<file path="src/rtl/merge_pkg.sv">
// Shared helpers for the merge/mux family: index-width derivation, FSM state type
// and a packed-bus slice macro.
`ifndef MERGE_SLICE
`define MERGE_SLICE(bus, idx, w) bus[(idx)*(w) +: (w)]
`endif

package merge_pkg;

    typedef enum logic {
        EMPTY = 1'b0,
        FULL  = 1'b1
    } merge_state_e;

    function automatic int merge_clog2(input int n);
        int r;
        r = 0;
        while ((1 << r) < n) begin
            r++;
        end
        return r;
    endfunction

    // A single-input or degenerate merge still needs a 1-bit index port.
    function automatic int merge_index_width(input int n);
        return (merge_clog2(n) < 1) ? 1 : merge_clog2(n);
    endfunction

endpackage

</file>
<file path="src/rtl/rr_priority_select.sv">
// Combinational round-robin selector: lowest set request at or above ptr, wrapping to 0.
module rr_priority_select
    import merge_pkg::*;
#(
    parameter int INPUTS      = 2,
    parameter int INDEX_WIDTH = merge_index_width(INPUTS)
) (
    input  logic [INPUTS-1:0]      req,
    input  logic [INDEX_WIDTH-1:0] ptr,
    output logic [INPUTS-1:0]      grant,
    output logic [INDEX_WIDTH-1:0] grant_idx,
    output logic                   any
);

    logic [2*INPUTS-1:0] dbl_req;
    int                  sel;
    int                  idx;

    assign dbl_req = {req, req};

    // Lower copy is masked below ptr; the upper copy supplies the wrapped-around channels.
    always_comb begin
        any = 1'b0;
        sel = 0;
        for (int j = 2*INPUTS-1; j >= 0; j--) begin
            if (dbl_req[j] && (j >= int'(ptr))) begin
                any = 1'b1;
                sel = j;
            end
        end
        idx       = (sel >= INPUTS) ? (sel - INPUTS) : sel;
        grant_idx = INDEX_WIDTH'(idx);
        grant     = any ? (INPUTS'(1) << idx) : '0;
    end

endmodule

</file>
<file path="src/rtl/merge_rr_arbiter.sv">
// Fair N-to-1 valid/ready merge with a one-slot registered output and winner index.
module merge_rr_arbiter
    import merge_pkg::*;
#(
    parameter int INPUTS      = 2,
    parameter int BITWIDTH    = 32,
    parameter int INDEX_WIDTH = merge_index_width(INPUTS)
) (
    input  logic                       clk,
    input  logic                       rst,
    input  logic [INPUTS*BITWIDTH-1:0] ins,
    input  logic [INPUTS-1:0]          ins_valid,
    output logic [INPUTS-1:0]          ins_ready,
    output logic [BITWIDTH-1:0]        outs,
    output logic                       outs_valid,
    input  logic                       outs_ready,
    output logic [INDEX_WIDTH-1:0]     index
);

    merge_state_e           state_q;
    merge_state_e           state_d;
    logic [INDEX_WIDTH-1:0] ptr;
    logic [INPUTS-1:0]      grant;
    logic [INDEX_WIDTH-1:0] grant_idx;
    logic                   any_req;
    logic                   can_accept;
    logic                   transfer;

    rr_priority_select #(
        .INPUTS      (INPUTS),
        .INDEX_WIDTH (INDEX_WIDTH)
    ) u_select (
        .req       (ins_valid),
        .ptr       (ptr),
        .grant     (grant),
        .grant_idx (grant_idx),
        .any       (any_req)
    );

    assign outs_valid = (state_q == FULL);
    assign can_accept = !outs_valid || outs_ready;
    assign ins_ready  = can_accept ? grant : '0;
    assign transfer   = can_accept && any_req;

    // A transfer always fills the slot, even when the old token drains in the same cycle.
    always_comb begin
        state_d = state_q;
        if (transfer) begin
            state_d = FULL;
        end else if (outs_valid && outs_ready) begin
            state_d = EMPTY;
        end
    end

    always_ff @(posedge clk or posedge rst) begin
        if (rst) begin
            state_q <= EMPTY;
        end else begin
            state_q <= state_d;
        end
    end

    always_ff @(posedge clk or posedge rst) begin
        if (rst) begin
            outs  <= '0;
            index <= '0;
            ptr   <= '0;
        end else if (transfer) begin
            outs  <= `MERGE_SLICE(ins, grant_idx, BITWIDTH);
            index <= grant_idx;
            ptr   <= (grant_idx == INDEX_WIDTH'(INPUTS-1)) ? '0 : grant_idx + 1'b1;
        end
    end

endmodule

</file>
<file path="config.mk">
export PLATFORM = sky130hd
export DESIGN_NAME = merge_rr_arbiter
export DESIGN_NICKNAME = d
export VERILOG_FILES = /design/src/rtl/merge_pkg.sv /design/src/rtl/rr_priority_select.sv /design/src/rtl/merge_rr_arbiter.sv
export SDC_FILE = /design/constraint.sdc
export NUM_CORES = 1
export LEC_CHECK = 0
export CAP_MARGIN = 10
export CORE_ASPECT_RATIO = 2
export CORE_UTILIZATION = 38
export DETAILED_ROUTE_END_ITERATION = 8
export GPL_ROUTABILITY_DRIVEN = 0
export PLACE_DENSITY = 0.82
export SLEW_MARGIN = 20
export SYNTH_ARGS = -nofsm -noshare
export SYNTH_HDL_FRONTEND = slang
export SYNTH_SLANG_ARGS = --single-unit
export TNS_END_PERCENT = 5
</file>
<file path="constraint.sdc">
create_clock -name clk -period 1.7 [get_ports clk]
set_input_delay 0.34 -clock clk [delete_from_list [all_inputs] [get_ports clk]]
set_output_delay 0.34 -clock clk [all_outputs]
set_load 0.005 [all_outputs]
</file>
==> impl_results.md <==
- Grt ovf: 0
- Reported leakage power: 1.247 nW
- Post-Synth Adder-Cell Area: 0%
- Syn nets: 272
- TritonCTS Sinks: 35
- Synth Cell Area: 0.001842 mm2
- CP required: 1.36 ns
- Setup Crit Path Kind: primary input to primary output
- Critical Path Sink Type: primary output
- Hpwl dp: 4.304 mm
- Commonest non-fill, non-tap cell in the layout: clkdlybuf4s50_1
- Mux share of post-synthesis cell area: 0%
- Die width: 51.23 um
- Max Cap Viol: 0
- Post-synth cell types: 18
- Vias per inst: 5.579
- R2R setup slack: 0.12 ns
- Pre-CTS setup slack: -0.3465 ns
- Commonest non-fill, non-tap cells in the layout: clkdlybuf4s50_1 (99), dfrtp_1 (35), a21oi_1 (33)
- CP most frequent cell: dlygate4sd2_1
- Core area: 0.004642 mm2
- Die H: 100.5 um
- Slew Limit Fails: 0
- Seq cells post-synth: 35
- NetSw: 0.7195 mW
- Worst slew pin tran: 0.4400 ns
- Filler instances: 394
- Fin crit period: 1.610 ns
- Antenna violations before repair: 0
- Via count: 2042
- Area Overhead vs Synth: 72.28%
- Share of layout cells above drive strength 1: 15.11%
- Worst r2r src: outs_valid$_DFFE_PP0P_
- Skew final: 0.003150 ns
- Combinational power share: 33.1%
- Post-synthesis compound-gate area fraction: 32.61%
- Row cnt: 35
- Main combinational cell family by area after synthesis: compound AO/OA/AOI/OAI gates
- Fmax: 621.1 MHz
- CP max stage delay: 0.28 ns
- Worst setup SP type: primary input
- 1st-iter DRT viols: 69
- Synth warn: 0
- Drt drc: 0
- Slew headroom: 70.66%
- Clock Pin Slew Worst Setup and Hold Paths: 0.07 ns
- Util after Layout: 68.36%
- Tot Pwr: 2.698 mW
- R2r endpoint: index$_DFFE_PP0P_
- H-tree depth: 2
- Arr. time, crit path: 1.27 ns
- Final antenna-violating net count: 0
- Post-synthesis sequential area ratio: 47.55%
- GRT Total Usage: 25.64%
- CTS tree: built
- Mapped Cells: 203
- FF-to-FF path depth: 9
- CTS Buf Count: 5
- Final setup viols: 0
- Wire per inst: 16.93 um
- Full die area: 0.005146 mm2
- RSZ-0062 raised after global routing: no
- Root Buffer: clkbuf_8
- Placed Cells: 353
- CP Cell Sequence: dlygate4sd2_1 -> or2_1 -> nand2_4 -> a21oi_2 -> dlygate4sd2_1
- Global-route wire length before repair: 9.791 mm
- I/O Buffers: 104
- Sw frac: 26.67%
- Status: complete, no violations
- Area of the multi-input gates: 848.3 um2
- Pre-antenna DRT Iters: 5
- Clock Latency Late Sink: 0.28 ns
- Largest net degree at the start of global routing: 36
- Layout Nets: 379
- Register Area: 875.8 um2
- Hold Path Class: primary input to async pin
- Worst path bufs/invs: 2
- CP Max Fanout: 3
- Initial Util: 39.68%
- CTS max path bufs: 2
- Final period utilization: 94.71%
- Final Hold Viols: 0
- Top delay family on crit path: buffers and inverters
- Worst setup margin: 0.08987 ns
- Synth Area in XOR/XNOR: 0%
- Post-Route WL: 6.196 mm
- VDD IR max: 0.7684 mV
- Register share of total power: 38.6%
- Clock power share: 28.4%
- Simple-Gate Fraction of Synth Area: 11.62%
- IO Pins: 105
- Antenna diodes: 0
- Power per Cell Area: 850.2 mW/mm2
- Avg Cell Area, Syn: 9.073 um2
- Final instance count without filler cells: 366
- Slowest cell on the critical path: or2_1
- Internal power: 1.978 mW
- Vias in the first global route: 2091
-- logic make-up (layout without fill, tap and decap cells) --
kind of cell / Yosys count / after routing
flip-flops: 35 / 35
buffers and inverters: 28 / 136
AO/OA/AOI/OAI: 99 / 99
AND/OR/NAND/NOR: 41 / 41
-- area by class of cell --
cell class	instances	area share, %
clock buffer	6	2.603
tap	55	2.169
clock inverter	2	1.104
multi-input combinational	140	26.74
timing repair buffer	126	39.55
inverter	2	0.2366
sequential	35	27.60
-- through the flow --
stage / area [um2] / hold WS [ns] / TNS (ns)
global route: 3173 / 0.4930 / 0
CTS: 3138 / 0.4662 / 0
finish: 3173 / 0.4547 / 0
detailed placement: 2988 / 0.5241 / -5.473
global placement: 2988 / 0.4909 / -3.778
floorplan: 1842 / 0.4737 / 0
-- repair_timing --
action,4_1_cts,5_1_grt
resized for setup,4,8
hold buffers,0,0
buffers inserted,5,0
pin swaps,2,0
endpoints found under the setup margin,2,3
-- cells in the mapped netlist (all sizes together) --
master  number  share of area (%)
dfrtp       35                 48
a21oi       34                9.2
a31oi       32                 14
nand3       32                8.7
o21ai       32                8.7
clkbuf      19                3.9
buf          7                3.9
nand2b       3                1.0
inv          2               0.41
a21o         1               0.41
and2         1               0.48
and3         1               0.34
nand2        1               0.20
nor2         1               0.20
nor2b        1               0.34
or2          1               0.34
-- routing by layer --
layer | vias up | GRT usage (%) | part of all wire [%] | wire length [um]
met4 | 0 | 11.85 | 3.6 | 226
met3 | 19 | 4.223 | 3.9 | 244
met5 | - | 0 | 0 | 0
met1 | 964 | 29.40 | 37 | 2312
li1 | 965 | - | - | -
met2 | 94 | 45.14 | 55 | 3413
-- sequential cells by signal, summed over array words and instances, names as in the netlist --
name and cells:
outs 32, index 1, outs_valid 1, ptr 1
-- tightest hold or removal path, cell delays in order --
cell             delay, ns
clkdlybuf4s50_1       0.39
inv_1                 0.05
buf_4                 0.38
-- how the worst max path moves through the flow --
stage	start	to	slack, ns	depth (start not counted)
CTS	outs_ready	ins_ready[1]	0.002	4
global route	ins_valid[0]	ins_ready[0]	0.05	5
finish	ins_valid[0]	ins_ready[0]	0.09	5
floorplan	ins_valid[1]	outs[1]$_DFFE_PP0P_	0.31	7
global placement	ins_valid[1]	ins_ready[0]	-0.30	5
detailed placement	ins_valid[1]	ins_ready[0]	-0.35	5
-- power by group through the flow --
stage               registers (mW)  logic [mW]  clock network [mW]
floorplan                     1.06       0.320                   0
global placement              1.05       0.851                   0
CTS                           1.04       0.881               0.784
global route                  1.05       0.962               0.836
finish                        1.04       0.892               0.765
detailed placement            1.05       0.869                   0
Note: power is estimated with default switching activity, not from simulation.
